[src/rtl/ex_muldiv_if.sv]
// Encodings for the EX stage and the id_ex -> EX -> ex_mem port bundle.
package ex_muldiv_pkg;
    localparam int ALUOP_W    = 8;
    localparam int ALUSEL_W   = 3;
    localparam int REG_ADDR_W = 5;

    localparam logic [ALUOP_W-1:0] ALUOP_NOP   = 8'd0;
    localparam logic [ALUOP_W-1:0] ALUOP_AND   = 8'd1;
    localparam logic [ALUOP_W-1:0] ALUOP_OR    = 8'd2;
    localparam logic [ALUOP_W-1:0] ALUOP_XOR   = 8'd3;
    localparam logic [ALUOP_W-1:0] ALUOP_NOR   = 8'd4;
    localparam logic [ALUOP_W-1:0] ALUOP_SLL   = 8'd5;
    localparam logic [ALUOP_W-1:0] ALUOP_SRL   = 8'd6;
    localparam logic [ALUOP_W-1:0] ALUOP_SRA   = 8'd7;
    localparam logic [ALUOP_W-1:0] ALUOP_ADD   = 8'd8;
    localparam logic [ALUOP_W-1:0] ALUOP_ADDU  = 8'd9;
    localparam logic [ALUOP_W-1:0] ALUOP_SUB   = 8'd10;
    localparam logic [ALUOP_W-1:0] ALUOP_SUBU  = 8'd11;
    localparam logic [ALUOP_W-1:0] ALUOP_SLT   = 8'd12;
    localparam logic [ALUOP_W-1:0] ALUOP_SLTU  = 8'd13;
    localparam logic [ALUOP_W-1:0] ALUOP_MULT  = 8'd14;
    localparam logic [ALUOP_W-1:0] ALUOP_MULTU = 8'd15;
    localparam logic [ALUOP_W-1:0] ALUOP_DIV   = 8'd16;
    localparam logic [ALUOP_W-1:0] ALUOP_DIVU  = 8'd17;
    localparam logic [ALUOP_W-1:0] ALUOP_MFHI  = 8'd18;
    localparam logic [ALUOP_W-1:0] ALUOP_MFLO  = 8'd19;
    localparam logic [ALUOP_W-1:0] ALUOP_MTHI  = 8'd20;
    localparam logic [ALUOP_W-1:0] ALUOP_MTLO  = 8'd21;

    localparam logic [ALUSEL_W-1:0] ALUSEL_NOP   = 3'd0;
    localparam logic [ALUSEL_W-1:0] ALUSEL_LOGIC = 3'd1;
    localparam logic [ALUSEL_W-1:0] ALUSEL_SHIFT = 3'd2;
    localparam logic [ALUSEL_W-1:0] ALUSEL_ARITH = 3'd3;
    localparam logic [ALUSEL_W-1:0] ALUSEL_MOVE  = 3'd4;

    typedef enum logic [1:0] {
        MD_IDLE = 2'd0,
        MD_BUSY = 2'd1,
        MD_DONE = 2'd2
    } md_state_e;
endpackage

// Stall protocol: the instruction on aluop_i/alusel_i/rdata*_i is consumed at a
// clock edge only when stallreq_o is low in that cycle; while stallreq_o is high
// the upstream stages must hold the same instruction. A MUL/DIV op raises
// stallreq_o combinationally in its first cycle and drops it in DONE, so the
// held op retires exactly once. dbg_state mirrors the multiply/divide FSM.
interface ex_muldiv_if #(parameter int WIDTH = 32) ();
    logic [ex_muldiv_pkg::ALUOP_W-1:0]    aluop_i;
    logic [ex_muldiv_pkg::ALUSEL_W-1:0]   alusel_i;
    logic [WIDTH-1:0]                     rdata1_i;
    logic [WIDTH-1:0]                     rdata2_i;
    logic [ex_muldiv_pkg::REG_ADDR_W-1:0] waddr_i;
    logic                                 we_i;
    logic [ex_muldiv_pkg::REG_ADDR_W-1:0] waddr_o;
    logic                                 we_o;
    logic [WIDTH-1:0]                     wdata_o;
    logic                                 stallreq_o;
    logic [WIDTH-1:0]                     hi_o;
    logic [WIDTH-1:0]                     lo_o;
    ex_muldiv_pkg::md_state_e             dbg_state;

    modport master (
        output aluop_i, alusel_i, rdata1_i, rdata2_i, waddr_i, we_i,
        input  waddr_o, we_o, wdata_o, stallreq_o, hi_o, lo_o, dbg_state
    );

    modport slave (
        input  aluop_i, alusel_i, rdata1_i, rdata2_i, waddr_i, we_i,
        output waddr_o, we_o, wdata_o, stallreq_o, hi_o, lo_o, dbg_state
    );
endinterface

[src/rtl/ex_muldiv.sv]
// Execute stage: single-cycle ALU plus an iterative multiply/divide unit
// (one shift-add or restoring-divide step per cycle) writing HI/LO.
module ex_muldiv
    import ex_muldiv_pkg::*;
#(
    parameter int WIDTH = 32
) (
    input logic        clk,
    input logic        rst,
    ex_muldiv_if.slave bus
);
    localparam int SHW = $clog2(WIDTH);

    logic [WIDTH-1:0] a, b;
    logic [SHW-1:0]   shamt;
    logic [WIDTH-1:0] sum_res, diff_res, logic_res, shift_res, arith_res;
    logic             add_ovf, sub_ovf, slt_s, slt_u;
    logic [WIDTH-1:0] wdata;
    logic             we;

    logic             is_md, op_div, op_signed, a_neg, b_neg;
    logic [WIDTH-1:0] mag_a, mag_b;

    md_state_e        state_q, state_d;
    logic             stall;
    logic [SHW-1:0]   cnt_q;
    logic [WIDTH-1:0] acc_hi_q, acc_lo_q, opnd_q, raw_a_q;
    logic             is_div_q, neg_q_q, neg_r_q, div_zero_q;
    logic [WIDTH:0]   mul_sum, div_shift, div_diff;
    logic             div_ge;
    logic [WIDTH-1:0] hi_n, lo_n, hi_fin, lo_fin, hi_q, lo_q;
    logic [2*WIDTH-1:0] prod;

    assign a        = bus.rdata1_i;
    assign b        = bus.rdata2_i;
    assign shamt    = a[SHW-1:0];
    assign sum_res  = a + b;
    assign diff_res = a - b;
    assign add_ovf  = (a[WIDTH-1] == b[WIDTH-1]) && (sum_res[WIDTH-1] != a[WIDTH-1]);
    assign sub_ovf  = (a[WIDTH-1] != b[WIDTH-1]) && (diff_res[WIDTH-1] != a[WIDTH-1]);
    assign slt_s    = $signed(a) < $signed(b);
    assign slt_u    = a < b;

    assign is_md     = (bus.aluop_i == ALUOP_MULT) || (bus.aluop_i == ALUOP_MULTU) ||
                       (bus.aluop_i == ALUOP_DIV)  || (bus.aluop_i == ALUOP_DIVU);
    assign op_div    = (bus.aluop_i == ALUOP_DIV)  || (bus.aluop_i == ALUOP_DIVU);
    assign op_signed = (bus.aluop_i == ALUOP_MULT) || (bus.aluop_i == ALUOP_DIV);
    assign a_neg     = op_signed && a[WIDTH-1];
    assign b_neg     = op_signed && b[WIDTH-1];
    assign mag_a     = a_neg ? -a : a;
    assign mag_b     = b_neg ? -b : b;

    // Single-cycle result groups: logic, shift and add/sub/compare.
    always_comb begin
        logic_res = '0;
        shift_res = '0;
        arith_res = '0;
        case (bus.aluop_i)
            ALUOP_AND:  logic_res = a & b;
            ALUOP_OR:   logic_res = a | b;
            ALUOP_XOR:  logic_res = a ^ b;
            ALUOP_NOR:  logic_res = ~(a | b);
            ALUOP_SLL:  shift_res = b << shamt;
            ALUOP_SRL:  shift_res = b >> shamt;
            ALUOP_SRA:  shift_res = $unsigned($signed(b) >>> shamt);
            ALUOP_ADD, ALUOP_ADDU: arith_res = sum_res;
            ALUOP_SUB, ALUOP_SUBU: arith_res = diff_res;
            ALUOP_SLT:  arith_res = {{(WIDTH-1){1'b0}}, slt_s};
            ALUOP_SLTU: arith_res = {{(WIDTH-1){1'b0}}, slt_u};
            default: ;
        endcase
    end

    // Writeback mux and write-enable qualification; reset forces a bubble.
    always_comb begin
        wdata = '0;
        we    = bus.we_i;
        case (bus.alusel_i)
            ALUSEL_LOGIC: wdata = logic_res;
            ALUSEL_SHIFT: wdata = shift_res;
            ALUSEL_ARITH: wdata = arith_res;
            ALUSEL_MOVE:  wdata = (bus.aluop_i == ALUOP_MFHI) ? hi_q :
                                  (bus.aluop_i == ALUOP_MFLO) ? lo_q : '0;
            default: ;
        endcase
        if (((bus.aluop_i == ALUOP_ADD) && add_ovf) || ((bus.aluop_i == ALUOP_SUB) && sub_ovf) ||
            is_md || (bus.aluop_i == ALUOP_MTHI) || (bus.aluop_i == ALUOP_MTLO))
            we = 1'b0;
        if (rst) begin
            wdata = '0;
            we    = 1'b0;
        end
    end

    // Multiply/divide FSM state register.
    always_ff @(posedge clk) begin
        if (rst) state_q <= MD_IDLE;
        else     state_q <= state_d;
    end

    // Next state and stall request; DONE releases the held op and never restarts.
    always_comb begin
        state_d = state_q;
        stall   = 1'b0;
        case (state_q)
            MD_IDLE: if (is_md) begin
                state_d = MD_BUSY;
                stall   = 1'b1;
            end
            MD_BUSY: begin
                stall = 1'b1;
                if (cnt_q == {SHW{1'b1}}) state_d = MD_DONE;
            end
            MD_DONE: state_d = MD_IDLE;
            default: state_d = MD_IDLE;
        endcase
        if (rst) stall = 1'b0;
    end

    // One iteration: shift-add for multiply, restoring subtract-shift for divide.
    // With rem < divisor the trial difference fits WIDTH bits, so its top bit is the borrow.
    always_comb begin
        mul_sum   = {1'b0, acc_hi_q} + (acc_lo_q[0] ? {1'b0, opnd_q} : '0);
        div_shift = {acc_hi_q, acc_lo_q[WIDTH-1]};
        div_diff  = div_shift - {1'b0, opnd_q};
        div_ge    = ~div_diff[WIDTH];
        if (is_div_q) begin
            hi_n = div_ge ? div_diff[WIDTH-1:0] : div_shift[WIDTH-1:0];
            lo_n = {acc_lo_q[WIDTH-2:0], div_ge};
        end else begin
            hi_n = mul_sum[WIDTH:1];
            lo_n = {mul_sum[0], acc_lo_q[WIDTH-1:1]};
        end
    end

    // Operand latch in IDLE and iteration registers in BUSY.
    always_ff @(posedge clk) begin
        if (rst) begin
            cnt_q      <= '0;
            acc_hi_q   <= '0;
            acc_lo_q   <= '0;
            opnd_q     <= '0;
            raw_a_q    <= '0;
            is_div_q   <= 1'b0;
            neg_q_q    <= 1'b0;
            neg_r_q    <= 1'b0;
            div_zero_q <= 1'b0;
        end else begin
            case (state_q)
                MD_IDLE: if (is_md) begin
                    cnt_q      <= '0;
                    acc_hi_q   <= '0;
                    acc_lo_q   <= op_div ? mag_a : mag_b;
                    opnd_q     <= op_div ? mag_b : mag_a;
                    raw_a_q    <= a;
                    is_div_q   <= op_div;
                    neg_q_q    <= a_neg ^ b_neg;
                    neg_r_q    <= a_neg;
                    div_zero_q <= op_div && (b == '0);
                end
                MD_BUSY: begin
                    cnt_q    <= cnt_q + SHW'(1);
                    acc_hi_q <= hi_n;
                    acc_lo_q <= lo_n;
                end
                default: ;
            endcase
        end
    end

    // Sign correction and divide-by-zero override applied in DONE.
    always_comb begin
        prod = {acc_hi_q, acc_lo_q};
        if (neg_q_q) prod = -prod;
        if (!is_div_q) begin
            {hi_fin, lo_fin} = prod;
        end else if (div_zero_q) begin
            hi_fin = raw_a_q;
            lo_fin = '1;
        end else begin
            hi_fin = neg_r_q ? -acc_hi_q : acc_hi_q;
            lo_fin = neg_q_q ? -acc_lo_q : acc_lo_q;
        end
    end

    // HI/LO: loaded leaving DONE, or directly by MTHI/MTLO.
    always_ff @(posedge clk) begin
        if (rst) begin
            hi_q <= '0;
            lo_q <= '0;
        end else if (state_q == MD_DONE) begin
            hi_q <= hi_fin;
            lo_q <= lo_fin;
        end else begin
            if (bus.aluop_i == ALUOP_MTHI) hi_q <= a;
            if (bus.aluop_i == ALUOP_MTLO) lo_q <= a;
        end
    end

    assign bus.waddr_o    = bus.waddr_i;
    assign bus.we_o       = we;
    assign bus.wdata_o    = wdata;
    assign bus.stallreq_o = stall;
    assign bus.hi_o       = hi_q;
    assign bus.lo_o       = lo_q;
    assign bus.dbg_state  = state_q;
endmodule
[src/flat_wrapper.sv]
// flat-port wrapper written by rule: the top's interface ports become plain ports
module ex_muldiv_flat import ex_muldiv_pkg::*;
#(
    parameter int WIDTH = 32
)
  (clk, rst, bus_aluop_i, bus_alusel_i, bus_rdata1_i, bus_rdata2_i, bus_waddr_i, bus_we_i, bus_waddr_o, bus_we_o, bus_wdata_o, bus_stallreq_o, bus_hi_o, bus_lo_o, bus_dbg_state);
  ex_muldiv_if #(.WIDTH(WIDTH)) bus_i ();
  input logic clk;
  input logic rst;
  input wire logic [$bits(bus_i.aluop_i)-1:0] bus_aluop_i;
  input wire logic [$bits(bus_i.alusel_i)-1:0] bus_alusel_i;
  input wire logic [$bits(bus_i.rdata1_i)-1:0] bus_rdata1_i;
  input wire logic [$bits(bus_i.rdata2_i)-1:0] bus_rdata2_i;
  input wire logic [$bits(bus_i.waddr_i)-1:0] bus_waddr_i;
  input wire logic [$bits(bus_i.we_i)-1:0] bus_we_i;
  output wire logic [$bits(bus_i.waddr_o)-1:0] bus_waddr_o;
  output wire logic [$bits(bus_i.we_o)-1:0] bus_we_o;
  output wire logic [$bits(bus_i.wdata_o)-1:0] bus_wdata_o;
  output wire logic [$bits(bus_i.stallreq_o)-1:0] bus_stallreq_o;
  output wire logic [$bits(bus_i.hi_o)-1:0] bus_hi_o;
  output wire logic [$bits(bus_i.lo_o)-1:0] bus_lo_o;
  output wire logic [$bits(bus_i.dbg_state)-1:0] bus_dbg_state;
  assign bus_i.aluop_i = bus_aluop_i;
  assign bus_i.alusel_i = bus_alusel_i;
  assign bus_i.rdata1_i = bus_rdata1_i;
  assign bus_i.rdata2_i = bus_rdata2_i;
  assign bus_i.waddr_i = bus_waddr_i;
  assign bus_i.we_i = bus_we_i;
  assign bus_waddr_o = bus_i.waddr_o;
  assign bus_we_o = bus_i.we_o;
  assign bus_wdata_o = bus_i.wdata_o;
  assign bus_stallreq_o = bus_i.stallreq_o;
  assign bus_hi_o = bus_i.hi_o;
  assign bus_lo_o = bus_i.lo_o;
  assign bus_dbg_state = bus_i.dbg_state;
  ex_muldiv #(.WIDTH(WIDTH)) u_core (.clk(clk), .rst(rst), .bus(bus_i));
endmodule
[config.mk]
export PLATFORM = sky130hd
export DESIGN_NAME = ex_muldiv_flat
export DESIGN_NICKNAME = d
export VERILOG_FILES = /design/src/rtl/ex_muldiv_if.sv /design/src/rtl/ex_muldiv.sv /design/src/flat_wrapper.sv
export SDC_FILE = /design/constraint.sdc
export NUM_CORES = 2
export LEC_CHECK = 0
export BUFFER_PORTS_ARGS = -buffer_cell sky130_fd_sc_hd__buf_2
export CORE_MARGIN = 5
export CORE_UTILIZATION = 48
export CTS_CLUSTER_SIZE = 40
export DETAILED_ROUTE_END_ITERATION = 7
export PLACE_DENSITY = 0.66
export SYNTH_ARGS = -nofsm -noshare
export SYNTH_HDL_FRONTEND = slang
export SYNTH_SLANG_ARGS = --single-unit
[constraint.sdc]
create_clock -name clk -period 6.9 [get_ports clk]
set_input_delay 0.345 -clock clk [delete_from_list [all_inputs] [get_ports clk]]
set_output_delay 0.345 -clock clk [all_outputs]
set_load 0.02 [all_outputs]
Yosys cells after proc, flatten, opt, wreduce, memory -nomap -nowiden --
Index checks and enable logic that the tools add are counted.
Word-level totals: input port bits 83, output and inout bits 105, word-level logic and storage cells 133, register bits 203
Operators by class: magnitude comparators 2, $add $sub $neg 10, muxes and demuxes 40, bitwise gates (word level) 6, equal/unequal tests 34, shift-type cells 3, reduce and logical (&&, ||, !) cells 26
Operators by type and width (number):
- $mux 32 | 23
- $pmux 32 s4 | 3
- $neg 32->32 | 4
- $pmux 32 s2 | 2
- $pmux 32 s3 | 1
- $eq 8x4->1 const B | 8
- $lt 32x32->1 | 2
- $mux 64 | 1
- $neg 64->64 | 1
- $eq 8x5->1 const B | 6
- $add 32x33->33 | 1
- $sub 33x32->33 | 1
- $add 32x32->32 | 1
- $and 32x32->32 | 1
- $eq 8x3->1 const B | 4
- $logic_not 32->1 | 1
- $not 32->32 | 1
- $or 32x32->32 | 1
- $shl 32x5->32 | 1
- $shr 32x5->32 | 1
- $sshr 32x5->32 | 1
- $sub 32x32->32 | 1
- $xor 32x32->32 | 1
- $eq 8x2->1 const B | 2
- 25 further kinds | 52

Longest topological paths before layout --
depth in word-level cells 10, mapped depth 19, gate-level depth less buffers 16

Worst setup path before layout --
OpenSTA, ideal clock, no wires.
path kind in2out, start input bus_rdata1_i[0], end output bus_wdata_o[30], buffers on the path 3, data required time 6.555 ns, data arrival time 5.035 ns, slack 1.520 ns, cell stages on the path 19, cells stage by stage clkbuf_1 inv_2 buf_1 clkbuf_1 ha_1 inv_1 fa_1 nor2b_1 o21a_1 o32a_1 a221oi_1 o21ai_0 a21oi_1 o31ai_1 a41oi_1 nand2_1 and3_1 or4_1 a31oi_1
Between the ends: cells in the longest elaborated chain, start to end 4
Ends and longest elaborated chain:
- start, declared | line flat_wrapper.sv:12 | input wire logic [$bits(bus_i.rdata1_i)-1:0] bus_rdata1_i;
- $sub 32x32->32, or another cell as far along | line ex_muldiv.sv:38 | assign diff_res = a - b;
- $pmux 32 s4 or $pmux 32 s3 (tied branches) | line ex_muldiv.sv:58 | case (bus.aluop_i)
- $pmux 32 s4 * | line ex_muldiv.sv:78 | case (bus.alusel_i)
- $mux 32 * | line ex_muldiv.sv:89 | if (rst) begin
- end, declared | line flat_wrapper.sv:18 | output wire logic [$bits(bus_i.wdata_o)-1:0] bus_wdata_o;
Mark *: on every way between the ends. The rest lies on a longest branch, timed or not.

Worst setup path after layout --
start input bus_rdata2_i[0], end output bus_wdata_o[30]
Between the ends: cells in the longest elaborated chain, start to end 4
Ends and longest elaborated chain:
- start, declared | line flat_wrapper.sv:13 | input wire logic [$bits(bus_i.rdata2_i)-1:0] bus_rdata2_i;
- $sub 32x32->32, or another cell as far along | line ex_muldiv.sv:38
- $pmux 32 s4 or $pmux 32 s3 (tied branches) | line ex_muldiv.sv:58
- $pmux 32 s4 * | line ex_muldiv.sv:78
- $mux 32 * | line ex_muldiv.sv:89
Marked as above.

==> metrics.md <==
| Metric | Value |
|---|---|
| Run status | `complete, but fails checks` |
| Violated checks | `DRC` |
| Number of nets with antenna violations after routing | `0` |
| Synthesized net count | `around 3800` |
| CTS tree | `yes` |
| Final period util | `between 70% and 80%` |
| Final #Nets | `3781` |
| Post-CTS sizing | `0` |
| Largest net degree at the start of global routing | `88` |
| Gp weighted congestion | `1.05` |
| Buf/Inv on CP | `3` |
| CP delay by family, top | `compound AO/OA/AOI/OAI gates` |
| Commonest non-fill, non-tap cell in the layout | `nor2_1` |
| Dpl hpwl | `~87000 µm` |
| H-Tree Depth | `1` |
| Critical path depth | `17` |
| Io pins | `roughly 190` |
| Post-CTS Hold Fix Bufs | `0` |
| Worst setup path endpoint | `bus_wdata_o[30]` |
| Leakage | `~11 nW` |
| Reg2Reg Depth | `17` |
| Die ar. | `0.0561 mm²` |
| Worst slew pin tran | `1220 ps` |
| CP endpoint kind | `output pin` |
| Via density | `6.82` |
| DR DRC count | `10` |
| Setup ws final | `between 1500 and 2000 ps` |
| Core region area | `approximately 0.051 mm²` |
| Core Rows | `between 80 and 90` |
| Initial Utilization | `48.3%` |
| RR Endpoint | `u_core.acc_hi_q[15]` |
| Post-synthesis sequential area ratio | `between 10% and 20%` |
| Maximum vdd drop | `approximately 200 µV` |
| Crit path launch type | `primary input` |
| Netlist Area Pre-Place | `0.0247 mm²` |
| Worst skew pair latency | `roughly 570 ps` |
| Total number of vias | `about 29000` |
| Post-route cell area | `0.0267 mm²` |
| Fmax | `between 150 and 200 MHz` |
| Post-synth top flop | `dfxtp_1` |
| Worst min-delay path category | `primary input to register` |
| First-pass GRT wire length | `around 170000 µm` |
| Final worst path period need | `approximately 5300 ps` |
| Ys Warns | `0` |
| Clock sinks | `~200` |
| Global Route Usage Sum | `39.4%` |
| Async set or reset register ratio after synthesis | `0%` |
| Gate Count Post-Synth | `3554` |
| Hold WS | `~120 ps` |
| Tot Pwr | `0.00384 W` |
| Dpl ws | `1740 ps` |
| Proportion of layout cells with a drive suffix above 1 | `9.58%` |
| Clk slew on worst S/H paths | `60 ps` |
| Synth Register Bits | `slightly above 200` |
| WS Path Type | `primary input to output pin` |
| Post-CTS Setup Bufs | `0` |
| RSZ-0062 raised after global routing | `no` |
| Setup TNS Final | `0 ps` |
| Clk_skew | `24.1 ps` |
| Slowest-stage cell, CP | `a221oi_1` |
| Die Width | `roughly 240 µm` |
| Largest stage delay, worst path | `roughly 670 ps` |
| Avg Synthesized Cell Area | `approximately 6.9 µm²` |
| Most frequent cell on the critical path | `buf_2` |
| Area grow syn2layout | `8.17%` |
| IO Port Bufs | `~180` |
| Placed cell area | `around 0.026 mm²` |
| Clock Root Buffer | `clkbuf_16` |
| DRT Wirelength | `between 100000 and 150000 µm` |
| Number of global-route vias before repair | `between 20000 and 30000` |
| Pwr/cell area | `144 mW/mm²` |
| Critical Path RT | `~6600 ps` |
| Clock Tree Buf Depth | `3` |
| Cts bufs inserted | `25` |
| Post-synth EDFFs | `0` |
| Reg-to-Reg Start | `u_core.acc_lo_q[31]` |
| Height of the die | `around 240 µm` |
| Pins Over Slew Limit | `0` |
| Reg2Reg Setup Slack | `2210 ps` |
| Fillers | `5224` |
| Worst Path Arrival | `~5000 ps` |
| 1st-iter DRT viols | `4303` |
| Most frequent cells in the layout | `nor2_1, a21oi_1, nand2_1` |
| Hold Fails Final Rpt | `0` |
| Crit Path Max Fanout | `10` |
| Drt wl/cell | `27.9 µm` |
| Drt pass-1 iters | `8` |
| CP Cell Sequence | `buf_2 > ha_1 > inv_1 > fa_1 > nor2b_1 > o21a_1 > o32a_1 > a221oi_1 > o21ai_0 > a21oi_1 > o31ai_1 > a41oi_1 > nand2_1 > and3_1 > or4_1 > a31oi_1 > buf_2` |
| Antenna violations before repair | `9` |
| Library cells used by synthesis | `88` |
| Grt ovf | `0` |
| Max Cap Violations | `0` |
| Final count of negative-setup-slack endpoints | `0` |
| Max-slew headroom | `18.2%` |
| CP Launch Point | `bus_rdata2_i[0]` |
[power breakdown]
part	internal (W)	switching, W
logic	0.000363	0.000790
clock network	0.000921	0.000574
registers	0.00118	0.0000162
[synth_stat cells, types with 47 or more instances]
cell / count / area [µm²]
nand2_1: 335 / 1260
a21oi_1: 420 / 2100
xnor2_1: 136 / 1190
ha_1: 172 / 2150
a211oi_1: 61 / 458
a221oi_1: 86 / 753
o22ai_1: 50 / 313
o21ai_0: 267 / 1340
nand3_1: 47 / 235
mux2i_1: 145 / 1450
nor2_1: 469 / 1760
xor2_1: 62 / 543
a21o_1: 58 / 435
dfxtp_1: 203 / 4060
clkbuf_1: 251 / 942
nor3_1: 59 / 295
inv_1: 138 / 518
[worst register-to-register path: stages (launching register included)]
cell and delay [ps]:
dfxtp_1 430, inv_1 160, ha_1 180, inv_1 50, fa_1 410, a211oi_1 330
o211ai_1 170, o2111ai_1 150, a21oi_1 120, nor3_1 440, a31oi_1 300, a21oi_1 400
xor2_4 480, buf_4 450, nand2_1 120, o211ai_1 110, o21ai_0 120, o21ai_0 160
[routing by layer]
metal	up-vias	GRT usage [%]	part of all wire, %
met5	-	0	0.024
met4	4	22.4	7.0
met3	414	9.31	12
met2	2050	59.6	42
met1	13438	51.4	38
li1	12912	-	-
[kinds of logic (layout without fill, tap and decap cells)]
group | after synthesis | in the layout | share of synthesized area (%)
compound gates | 1265 | 1265 | 32.6
xor+xnor | 198 | 198 | 7.02
fa+ha+maj | 176 | 176 | 9.04
buf+inv | 431 | 416 | 6.70
flops | 203 | 203 | 16.5
mux | 174 | 174 | 8.29
other cells | 0 | 8 | 0
simple gates | 1107 | 1107 | 19.9
[metrics by stage]
stage	util [%]	cells
floorplan	-	3554
global placement	50.5	4175
detailed placement	50.5	4175
CTS	52.2	4219
global route	52.3	4225
finish	52.3	4227
[state kept, by name (all words and copies together), names as in the netlist]
name                  count
u_core.bus.dbg_state      2
u_core.opnd_q            32
u_core.neg_r_q            1
u_core.is_div_q           1
u_core.acc_lo_q          32
u_core.cnt_q              5
u_core.bus.hi_o          32
u_core.acc_hi_q          32
u_core.neg_q_q            1
u_core.div_zero_q         1
u_core.bus.lo_o          32
u_core.raw_a_q           32
[layout make-up]
class | count | area [µm²] | area share, %
Multi-Input combinational cell | 2920 | 19100 | 71.3
Tap cell | 680 | 851 | 3.19
Sequential cell | 203 | 4070 | 15.2
Clock inverter | 10 | 209 | 0.782
Timing Repair Buffer | 228 | 1280 | 4.78
Clock buffer | 34 | 689 | 2.58
Antenna cell | 8 | 20.0 | 0.0749
Inverter | 144 | 541 | 2.02
[how the worst min path moves through the flow]
stage | endpoint | start | slack, ps | cells after the start
2_1_floorplan | u_core.opnd_q[10] | u_core.opnd_q[10] | 430 | 2
5_1_grt | u_core.raw_a_q[5] | bus_rdata1_i[5] | 130 | 3
3_3_place_gp | u_core.raw_a_q[31] | u_core.raw_a_q[31] | 440 | 2
3_5_place_dp | u_core.raw_a_q[31] | u_core.raw_a_q[31] | 450 | 2
4_1_cts | u_core.raw_a_q[5] | bus_rdata1_i[5] | 110 | 3
6_report | u_core.raw_a_q[5] | bus_rdata1_i[5] | 120 | 3
Note: power is estimated with default switching activity, not from simulation.
